==> config.mk <==
export PLATFORM = sky130hd
export DESIGN_NAME = car_wave_ctrl_flat
export DESIGN_NICKNAME = d
export VERILOG_FILES = /design/src/rtl/car_pkg.sv /design/src/rtl/car_wave_ctrl_if.sv /design/src/rtl/car_vga_arbiter.sv /design/src/rtl/car_wave_ctrl.sv /design/src/flat_wrapper.sv
export SDC_FILE = /design/constraint.sdc
export NUM_CORES = 1
export LEC_CHECK = 0
export ABC_AREA = 1
export BUFFER_PORTS_ARGS = -buffer_cell sky130_fd_sc_hd__buf_2
export CORE_ASPECT_RATIO = 0.7
export CORE_UTILIZATION = 30
export CTS_CLUSTER_SIZE = 25
export DETAILED_ROUTE_END_ITERATION = 10
export PLACE_DENSITY = 0.65
export SLEW_MARGIN = 30
export SYNTH_ARGS = -nofsm -noshare
export SYNTH_HDL_FRONTEND = slang
export SYNTH_SLANG_ARGS = --single-unit
export TNS_END_PERCENT = 5
==> constraint.sdc <==
create_clock -name clk -period 2.6 [get_ports clk]
set_input_delay 0.13 -clock clk [delete_from_list [all_inputs] [get_ports clk]]
set_output_delay 0.13 -clock clk [all_outputs]
set_load 0.01 [all_outputs]
==> src/rtl/car_pkg.sv <==
// Shared types and constants for the car wave controller.
package car_pkg;

  // Draw-chain sequencer states.
  typedef enum logic [2:0] {
    S_IDLE,
    S_SELECT,
    S_ISSUE,
    S_WAIT,
    S_DONE
  } car_state_e;

  // err_flags bit positions: {overrun, wren_conflict, draw_timeout}.
  localparam int ERR_TIMEOUT  = 0;
  localparam int ERR_CONFLICT = 1;
  localparam int ERR_OVERRUN  = 2;
  localparam int ERR_W        = 3;

  // Spawn delays for 4 cars x (3 stages + default row), 8 bits each.
  // Row r, car i lives at [(r*4+i)*8 +: 8]; rows listed default..stage0.
  localparam logic [127:0] CAR_STAGE_DELAYS_DEFAULT = {
    32'hF0E0_C080,  // default: 80,C0,E0,F0
    32'hC0C0_C080,  // stage2 : 80,C0,C0,C0
    32'hF0E0_C080,  // stage1 : 80,C0,E0,F0
    32'hFFE0_C080   // stage0 : 80,C0,E0,FF
  };

endpackage

==> src/rtl/car_wave_ctrl_if.sv <==
// Registered VGA write port shared by all car instances.
interface car_wave_ctrl_if #(
  parameter int COORD_W  = 15,
  parameter int COLOUR_W = 9
);
  logic                wren;
  logic [COORD_W-1:0]  coord;
  logic [COLOUR_W-1:0] colour;

  modport master (output wren, coord, colour);
  modport slave  (input  wren, coord, colour);
endinterface

==> src/rtl/car_vga_arbiter.sv <==
// Fixed-priority VGA write mux: lowest-index writer wins, one cycle latency.
module car_vga_arbiter #(
  parameter int NUM_CARS = 4,
  parameter int COORD_W  = 15,
  parameter int COLOUR_W = 9
) (
  input  logic                         clk,
  input  logic                         resetn,
  input  logic [NUM_CARS-1:0]          wren_in,
  input  logic [NUM_CARS*COORD_W-1:0]  coord_in,
  input  logic [NUM_CARS*COLOUR_W-1:0] colour_in,
  output logic                         wren,
  output logic [COORD_W-1:0]           coord,
  output logic [COLOUR_W-1:0]          colour,
  output logic                         conflict
);

  logic                wren_d,   wren_q;
  logic [COORD_W-1:0]  coord_d,  coord_q;
  logic [COLOUR_W-1:0] colour_d, colour_q;

  // Pick the winning writer; scanning high-to-low leaves the lowest index last.
  always_comb begin
    // NOTE: combinational blocks use blocking '=' and assign every output a
    // default first, so no path leaves a variable unassigned (no latch).
    wren_d   = 1'b0;
    coord_d  = '0;
    colour_d = '0;
    for (int i = NUM_CARS - 1; i >= 0; i--) begin
      if (wren_in[i]) begin
        wren_d   = 1'b1;
        coord_d  = coord_in[i*COORD_W +: COORD_W];
        colour_d = colour_in[i*COLOUR_W +: COLOUR_W];
      end
    end
  end

  // More than one bit set: clearing the lowest set bit leaves something.
  assign conflict = |(wren_in & (wren_in - NUM_CARS'(1)));

  // Output register for the shared write port.
  always_ff @(posedge clk) begin
    // NOTE: sequential state uses non-blocking '<=' so every flop samples
    // pre-edge values regardless of statement order.
    if (resetn) begin
      wren_q   <= 1'b0;
      coord_q  <= '0;
      colour_q <= '0;
    end else begin
      wren_q   <= wren_d;
      coord_q  <= coord_d;
      colour_q <= colour_d;
    end
  end

  assign wren   = wren_q;
  assign coord  = coord_q;
  assign colour = colour_q;

endmodule

==> src/rtl/car_wave_ctrl.sv <==
// Wave controller: draw-chain sequencer, spawn-delay select, status tracking.
module car_wave_ctrl
  import car_pkg::*;
#(
  parameter int NUM_CARS   = 4,
  parameter int NUM_STAGES = 3,
  parameter int COORD_W    = 15,
  parameter int COLOUR_W   = 9,
  parameter int DELAY_W    = 8,
  parameter int TIMEOUT_W  = 16,
  parameter logic [(NUM_STAGES+1)*NUM_CARS*DELAY_W-1:0] STAGE_DELAYS =
    CAR_STAGE_DELAYS_DEFAULT
) (
  input  logic                         clk,
  input  logic                         resetn,  // active-high despite the name
  input  logic [NUM_STAGES-1:0]        stage_in_progress,
  input  logic                         start_frame,
  input  logic [NUM_CARS-1:0]          car_destroyed,
  input  logic [NUM_CARS-1:0]          car_done,
  input  logic [NUM_CARS-1:0]          car_erase_done,
  input  logic [NUM_CARS-1:0]          car_game_over,
  input  logic [NUM_CARS-1:0]          car_wren_in,
  input  logic [NUM_CARS*COORD_W-1:0]  car_coord_in,
  input  logic [NUM_CARS*COLOUR_W-1:0] car_colour_in,
  output logic                         car_initiate,
  output logic [NUM_CARS-1:0]          car_enable_draw,
  output logic [NUM_CARS*DELAY_W-1:0]  car_delay_frames,
  car_wave_ctrl_if.master              vga,
  output logic                         frame_done,
  output logic                         busy,
  output logic                         wave_done,
  output logic                         game_over_feedback,
  output logic [ERR_W-1:0]             err_flags
);

  localparam int IDX_W = $clog2(NUM_CARS + 1);
  localparam int ROW_W = NUM_CARS * DELAY_W;

  car_state_e           state_q;
  logic [IDX_W-1:0]     idx_q;
  logic [TIMEOUT_W-1:0] wd_q;
  logic [NUM_CARS-1:0]  enable_q;
  logic                 frame_done_q, busy_q;

  logic [NUM_CARS-1:0]  dest_d, dest_q, erased_d, erased_q;
  logic                 init_d, init_q, wave_done_d, wave_done_q;
  logic                 game_over_d, game_over_q;
  logic [ERR_W-1:0]     err_d, err_q;
  logic [ROW_W-1:0]     delay_d, delay_q, stage_row;

  logic [NUM_CARS-1:0]  sel_onehot, retired;
  logic                 done_sel, timeout_hit, accept, overrun, clear, conflict;

  assign sel_onehot  = NUM_CARS'(1) << idx_q;   // all-zero once idx == NUM_CARS
  assign retired     = dest_q & erased_q;
  assign done_sel    = |(car_done & sel_onehot);
  assign timeout_hit = (state_q == S_WAIT) && !done_sel &&
                       ((wd_q + TIMEOUT_W'(1)) == {TIMEOUT_W{1'b1}});
  assign accept      = (state_q == S_IDLE) && start_frame;
  assign overrun     = (state_q != S_IDLE) && start_frame;
  assign clear       = init_q && !init_d;       // car_initiate falling

  // Delay row for the lowest active stage, default row when none is active.
  always_comb begin
    stage_row = STAGE_DELAYS[NUM_STAGES*ROW_W +: ROW_W];
    for (int s = NUM_STAGES - 1; s >= 0; s--) begin
      if (stage_in_progress[s]) stage_row = STAGE_DELAYS[s*ROW_W +: ROW_W];
    end
  end

  // Draw-chain sequencer with registered enable/frame_done/busy outputs.
  always_ff @(posedge clk) begin
    if (resetn) begin
      state_q      <= S_IDLE;
      idx_q        <= '0;
      wd_q         <= '0;
      enable_q     <= '0;
      frame_done_q <= 1'b0;
      busy_q       <= 1'b0;
    end else begin
      enable_q     <= '0;
      frame_done_q <= 1'b0;
      case (state_q)
        S_IDLE: if (start_frame) begin
          state_q <= S_SELECT;
          idx_q   <= '0;
          busy_q  <= 1'b1;
        end
        S_SELECT: begin
          if (idx_q == IDX_W'(NUM_CARS)) begin
            state_q      <= S_DONE;
            frame_done_q <= 1'b1;
          end else if (|(retired & sel_onehot)) begin
            idx_q <= idx_q + IDX_W'(1);
          end else begin
            state_q  <= S_ISSUE;
            enable_q <= sel_onehot;  // high for the ISSUE cycle only
          end
        end
        S_ISSUE: begin
          wd_q    <= '0;
          state_q <= S_WAIT;
        end
        S_WAIT: begin
          if (done_sel || timeout_hit) begin
            idx_q   <= idx_q + IDX_W'(1);
            state_q <= S_SELECT;
          end else begin
            wd_q <= wd_q + TIMEOUT_W'(1);
          end
        end
        S_DONE: begin
          busy_q  <= 1'b0;
          state_q <= S_IDLE;
        end
        default: state_q <= S_IDLE;
      endcase
    end
  end

  // Next-state for sticky status, errors, stage latch and car_initiate.
  always_comb begin
    init_d  = |stage_in_progress;
    delay_d = accept ? stage_row : delay_q;
    if (clear) begin
      dest_d      = '0;
      erased_d    = '0;
      game_over_d = 1'b0;
      err_d       = '0;
    end else begin
      dest_d      = dest_q | car_destroyed;
      erased_d    = erased_q | (car_erase_done & dest_q);
      game_over_d = game_over_q | (|car_game_over);
      err_d       = err_q;
      err_d[ERR_OVERRUN]  = err_q[ERR_OVERRUN]  | overrun;
      err_d[ERR_CONFLICT] = err_q[ERR_CONFLICT] | conflict;
      err_d[ERR_TIMEOUT]  = err_q[ERR_TIMEOUT]  | timeout_hit;
    end
    wave_done_d = &(dest_d & erased_d);
  end

  // Status registers.
  always_ff @(posedge clk) begin
    if (resetn) begin
      init_q      <= 1'b0;
      delay_q     <= STAGE_DELAYS[NUM_STAGES*ROW_W +: ROW_W];
      dest_q      <= '0;
      erased_q    <= '0;
      game_over_q <= 1'b0;
      err_q       <= '0;
      wave_done_q <= 1'b0;
    end else begin
      init_q      <= init_d;
      delay_q     <= delay_d;
      dest_q      <= dest_d;
      erased_q    <= erased_d;
      game_over_q <= game_over_d;
      err_q       <= err_d;
      wave_done_q <= wave_done_d;
    end
  end

  logic                arb_wren;
  logic [COORD_W-1:0]  arb_coord;
  logic [COLOUR_W-1:0] arb_colour;

  car_vga_arbiter #(
    .NUM_CARS (NUM_CARS),
    .COORD_W  (COORD_W),
    .COLOUR_W (COLOUR_W)
  ) u_arbiter (
    .clk       (clk),
    .resetn    (resetn),
    .wren_in   (car_wren_in),
    .coord_in  (car_coord_in),
    .colour_in (car_colour_in),
    .wren      (arb_wren),
    .coord     (arb_coord),
    .colour    (arb_colour),
    .conflict  (conflict)
  );

  assign vga.wren           = arb_wren;
  assign vga.coord          = arb_coord;
  assign vga.colour         = arb_colour;
  assign car_initiate       = init_q;
  assign car_enable_draw    = enable_q;
  assign car_delay_frames   = delay_q;
  assign frame_done         = frame_done_q;
  assign busy               = busy_q;
  assign wave_done          = wave_done_q;
  assign game_over_feedback = game_over_q;
  assign err_flags          = err_q;

endmodule

==> src/flat_wrapper.sv <==
// flat-port wrapper written by rule: the top's interface ports become plain ports
module car_wave_ctrl_flat import car_pkg::*;
#(
  parameter int NUM_CARS   = 4,
  parameter int NUM_STAGES = 3,
  parameter int COORD_W    = 15,
  parameter int COLOUR_W   = 9,
  parameter int DELAY_W    = 8,
  parameter int TIMEOUT_W  = 16,
  parameter logic [(NUM_STAGES+1)*NUM_CARS*DELAY_W-1:0] STAGE_DELAYS =
    CAR_STAGE_DELAYS_DEFAULT
)
  (clk, resetn, stage_in_progress, start_frame, car_destroyed, car_done, car_erase_done, car_game_over, car_wren_in, car_coord_in, car_colour_in, car_initiate, car_enable_draw, car_delay_frames, frame_done, busy, wave_done, game_over_feedback, err_flags, vga_wren, vga_coord, vga_colour);
  car_wave_ctrl_if #(.COORD_W(COORD_W), .COLOUR_W(COLOUR_W)) vga_i ();
  input  logic clk;
  input  logic resetn;
  input  logic [NUM_STAGES-1:0] stage_in_progress;
  input  logic start_frame;
  input  logic [NUM_CARS-1:0] car_destroyed;
  input  logic [NUM_CARS-1:0] car_done;
  input  logic [NUM_CARS-1:0] car_erase_done;
  input  logic [NUM_CARS-1:0] car_game_over;
  input  logic [NUM_CARS-1:0] car_wren_in;
  input  logic [NUM_CARS*COORD_W-1:0] car_coord_in;
  input  logic [NUM_CARS*COLOUR_W-1:0] car_colour_in;
  output logic car_initiate;
  output logic [NUM_CARS-1:0] car_enable_draw;
  output logic [NUM_CARS*DELAY_W-1:0] car_delay_frames;
  output logic frame_done;
  output logic busy;
  output logic wave_done;
  output logic game_over_feedback;
  output logic [ERR_W-1:0] err_flags;
  output wire logic [$bits(vga_i.wren)-1:0] vga_wren;
  output wire logic [$bits(vga_i.coord)-1:0] vga_coord;
  output wire logic [$bits(vga_i.colour)-1:0] vga_colour;
  assign vga_wren = vga_i.wren;
  assign vga_coord = vga_i.coord;
  assign vga_colour = vga_i.colour;
  car_wave_ctrl #(.NUM_CARS(NUM_CARS), .NUM_STAGES(NUM_STAGES), .COORD_W(COORD_W), .COLOUR_W(COLOUR_W), .DELAY_W(DELAY_W), .TIMEOUT_W(TIMEOUT_W), .STAGE_DELAYS(STAGE_DELAYS)) u_core (.clk(clk), .resetn(resetn), .stage_in_progress(stage_in_progress), .start_frame(start_frame), .car_destroyed(car_destroyed), .car_done(car_done), .car_erase_done(car_erase_done), .car_game_over(car_game_over), .car_wren_in(car_wren_in), .car_coord_in(car_coord_in), .car_colour_in(car_colour_in), .car_initiate(car_initiate), .car_enable_draw(car_enable_draw), .car_delay_frames(car_delay_frames), .vga(vga_i), .frame_done(frame_done), .busy(busy), .wave_done(wave_done), .game_over_feedback(game_over_feedback), .err_flags(err_flags));
endmodule
==> tab_implementation.tex <==
\begin{tabular}{lr}
\hline
Metric & Value \\
\hline
\multicolumn{2}{l}{\textbf{Outcome}} \\
\quad Status & completed \\
\multicolumn{2}{l}{\textbf{Placement}} \\
\quad Placed Instances & 845 \\
\quad Last weighted congestion value of the routability-driven placer & 0.847 \\
\quad IO Port Bufs & 165 \\
\quad Worst setup slack before clock tree synthesis & 0.450 ns \\
\quad HPWL after detailed placement & 8.23 mm \\
\multicolumn{2}{l}{\textbf{Yosys}} \\
\quad Most frequent cells after synthesis & nand2\_1 (85), dfxtp\_1 (69), nor2\_1 (68) \\
\quad Post-synth cell types & 35 \\
\quad Share of the synthesized area in the top cell type & 35.7\% \\
\quad Proportion of synthesized flip-flops having asynchronous set or reset & 0\% \\
\quad Part of the Yosys area used for sequential elements & 35.7\% \\
\quad Gate count after technology mapping & 547 \\
\quad Main flop type after synthesis & dfxtp\_1 \\
\quad Number of storage elements in the synthesis netlist & 69 \\
\quad Most repeated cell in the gate-level netlist after synthesis & nand2\_1 \\
\quad Ranking of synthesized cells by area & dfxtp\_1 (36\%), nand2\_1 (8.3\%), a21oi\_1 (7.5\%) \\
\quad Number of synthesized flops with an enable pin & 0 \\
\quad Per-instance average area after synthesis & 7.07 sq um \\
\quad Mapped cell area & 3870 sq um \\
\quad Warning count from the yosys run & 0 \\
\quad Post-synthesis cell type with the largest combined area & dfxtp\_1 \\
\multicolumn{2}{l}{\textbf{Final layout}} \\
\quad Antenna diodes & 0 \\
\quad Total Nets Final & 824 \\
\quad Post-Route Utilization & 40.1\% \\
\quad Synthesis-to-layout area growth & 29.7\% \\
\quad Fin cells & 861 \\
\quad Fillcell total & 1318 \\
\quad Share of final-layout standard cells stronger than drive strength 1 & 29.3\% \\
\multicolumn{2}{l}{\textbf{Critical path}} \\
\quad Worst path arrival time & 2.42 ns \\
\quad Launching element of the worst setup path & u\_core.wd\_q[1] \\
\quad Required @ worst endpoint & 2.82 ns \\
\quad Top fanout value on the critical path & 40 \\
\quad Kind of capture point of the worst setup path & flip-flop \\
\quad Kind of start point of the critical path & flip-flop \\
\quad Class of the most critical setup path & flip-flop to flip-flop \\
\quad Beginning of the worst register-to-register path & u\_core.wd\_q[1] \\
\multicolumn{2}{l}{\textbf{STA}} \\
\quad Final setup viols & 0 \\
\quad Slew @ Worst Pin & 0.507 ns \\
\quad Final TNS setup & 0 ns \\
\quad Min Hold Slack & 0.0304 ns \\
\quad Number of endpoints with negative hold slack in the final report & 0 \\
\quad Crit path setup slack, layout & 0.405 ns \\
\quad Unrepaired setup endpoints after global routing & false \\
\quad Max-slew violation count & 0 \\
\quad Headroom to the max-slew limit & 66.2\% \\
\quad Shortest clock period the worst path allows after layout & 2.20 ns \\
\quad Fmax & 456 MHz \\
\quad Worst Clk Skew & 0.00537 ns \\
\quad Tcrit/Tclk final & 84.4\% \\
\multicolumn{2}{l}{\textbf{Clock network}} \\
\quad Clock input transition at the sequential cells of the worst setup and hold paths & 0.06 ns \\
\quad Number of post-CTS setup repair buffers & 0 \\
\quad Clock latency on the worst-skew pair & 0.33 ns \\
\quad TritonCTS clock tree & yes \\
\quad Max Buffers Root-to-Sink & 2 \\
\quad Sink Count & 69 \\
\quad Number of buffers inserted during clock tree synthesis & 9 \\
\quad CTS H-Tree Depth & 3 \\
\quad Root buf cell & clkbuf\_16 \\
\multicolumn{2}{l}{\textbf{Route}} \\
\quad Routed vias & 4043 \\
\quad Wirelength per Cell & 12.7 um \\
\quad Number of DRC violations after detailed-routing iteration 0 & 282 \\
\quad Drt pass-1 iters & 5 \\
\quad Detail-routed via count per cell & 4.70 \\
\quad Remaining DRCs & 0 \\
\quad Antenna-violating nets left & 0 \\
\quad Detailed Route WL & 11.0 mm \\
\multicolumn{2}{l}{\textbf{Floorplanning}} \\
\quad Initial core utilization & 30.9\% \\
\quad Chip width & 138 um \\
\quad I/O pins & 191 \\
\quad \# rows & 34 \\
\quad Full die area & 13400 sq um \\
\quad Core Region & 12500 sq um \\
\quad Die H & 97.0 um \\
\multicolumn{2}{l}{\textbf{Global routing}} \\
\quad Residual overflow from global routing & 0 \\
\quad Total global routing track utilization & 16.9\% \\
\quad First-pass GRT wire length & 17.8 mm \\
\quad Pin count of the biggest net entering global routing & 49 \\
\quad Antenna violations before repair & 0 \\
\quad Vias in the first global route & 3737 \\
\multicolumn{2}{l}{\textbf{Pwr}} \\
\quad Cell Pwr Density & 690 nW/um\^{}2 \\
\quad Max VDD drop & 0.000344 V \\
\quad Int Power & 2.43 mW \\
\quad Sequential power share & 37.0\% \\
\quad Switching fraction of total power & 29.7\% \\
\quad Combinational power share & 22.8\% \\
\quad Sw Pwr & 1.03 mW \\
\quad Clock power frac & 40.3\% \\
\quad Leakage power of the design & 2.40 nW \\
\multicolumn{2}{l}{\textbf{Worst hold path}} \\
\quad Launch point of the worst hold path & car\_destroyed[3] \\
\quad Class of the tightest hold or removal check & primary input to flip-flop \\
\multicolumn{2}{l}{\textbf{Job}} \\
\quad Number of violations of the max-capacitance limit & 0 \\
\hline
\end{tabular}
[power groups by stage]
stage	Clock, mW	Sequential [mW]	Combinational, mW
2_1_floorplan	0	1.30	0.546
6_report	1.39	1.28	0.787
5_1_grt	1.47	1.30	0.898
3_5_place_dp	0	1.30	0.775
4_1_cts	1.42	1.28	0.784
3_3_place_gp	0	1.30	0.774
[critical path, cell delays in order, from the launching register on]
cell,delay (ns)
dfxtp_1,0.41
ha_1,0.23
nand3_1,0.14
o21ai_0,0.17
nand2_1,0.11
nor2_2,0.12
nand2_1,0.07
nor2_2,0.09
nand3_2,0.12
nand2_4,0.33
nand3_1,0.13
nand2_1,0.11
nor2_1,0.05
[final cells by class]
class | instances | area [sq um] | share of cell area (%)
multi-input combinational | 397 | 2040 | 40.6
clock buffer | 9 | 225 | 4.49
sequential | 69 | 1380 | 27.6
timing repair buffer | 173 | 888 | 17.7
clock inverter | 6 | 111 | 2.22
inverter | 45 | 169 | 3.37
tap | 162 | 203 | 4.04
[flip-flops by register name, indices dropped and copies added (netlist names)]
signal,cells
u_core.u_arbiter.wren,1
u_core.state_q,3
u_core.u_arbiter.colour,9
u_core.wave_done,1
u_core.frame_done,1
u_core.car_initiate,1
u_core.err_flags,3
u_core.busy,1
u_core.dest_q,4
u_core.wd_q,16
u_core.erased_q,4
u_core.game_over_feedback,1
u_core.idx_q,3
u_core.car_delay_frames,2
u_core.u_arbiter.coord,15
u_core.car_enable_draw,4
[metal layers]
layer	global-route usage (%)	share of wire [%]
met5	0	0
met4	4.06	0.78
met3	5.77	7.2
met2	25.0	43
met1	23.4	49
[path summary, 6_finish.rpt]
kind / end / slack, ns / cells after the start
setup reg to reg: u_core.wd_q[2] / 0.40 / 12
hold / removal: u_core.dest_q[3] / 0.03 / 3
hold reg to reg: u_core.erased_q[2] / 0.50 / 2
setup / recovery: u_core.wd_q[2] / 0.40 / 12
[layout by cell type, fill, tap and decap left out, drive strengths merged]
master and count:
a21oi 58, bufinv 3, a31oi 5, buf 172, o22a 2, clkbuf 9
o31ai 1, nand3b 2, dfxtp 69, dlygate4sd3 1, conb 25, nor2 76
o21ba 1, a32o 1, a221o 24, nand2 88, o22ai 1, inv 45
clkinvlp 1, nor3 5, nand4 8, nor4b 1, ha 7, clkinv 2
nand3 36, o21ai 56
[through the flow]
step | power, mW | instance area [sq um]
5_1_grt | 3.67 | 5010
3_5_place_dp | 2.08 | 4670
4_1_cts | 3.49 | 5010
6_report | 3.46 | 5010
2_1_floorplan | 1.85 | 3950
3_3_place_gp | 2.07 | 4670
[repair_timing]
action	4_1_cts	5_1_grt
endpoints found under the setup margin	0	0
endpoints found under the hold margin	3	0
gates resized for setup	0	0
hold buffers	1	0
[cells by family (layout without fill, tap and decap cells)]
kind of cell             count (synthesis)  count (layout)  share of synthesized area [%]
adder cells (fa/ha/maj)                  7               7                           2.27
other                                    2              25                          0.194
AND/OR/NAND/NOR                        216             216                           24.8
buffers and inverters                  104             233                           13.9
AO/OA/AOI/OAI                          149             149                           23.2
flip-flops                              69              69                           35.7
No activity file was read; power rests on OpenSTA's default activity.
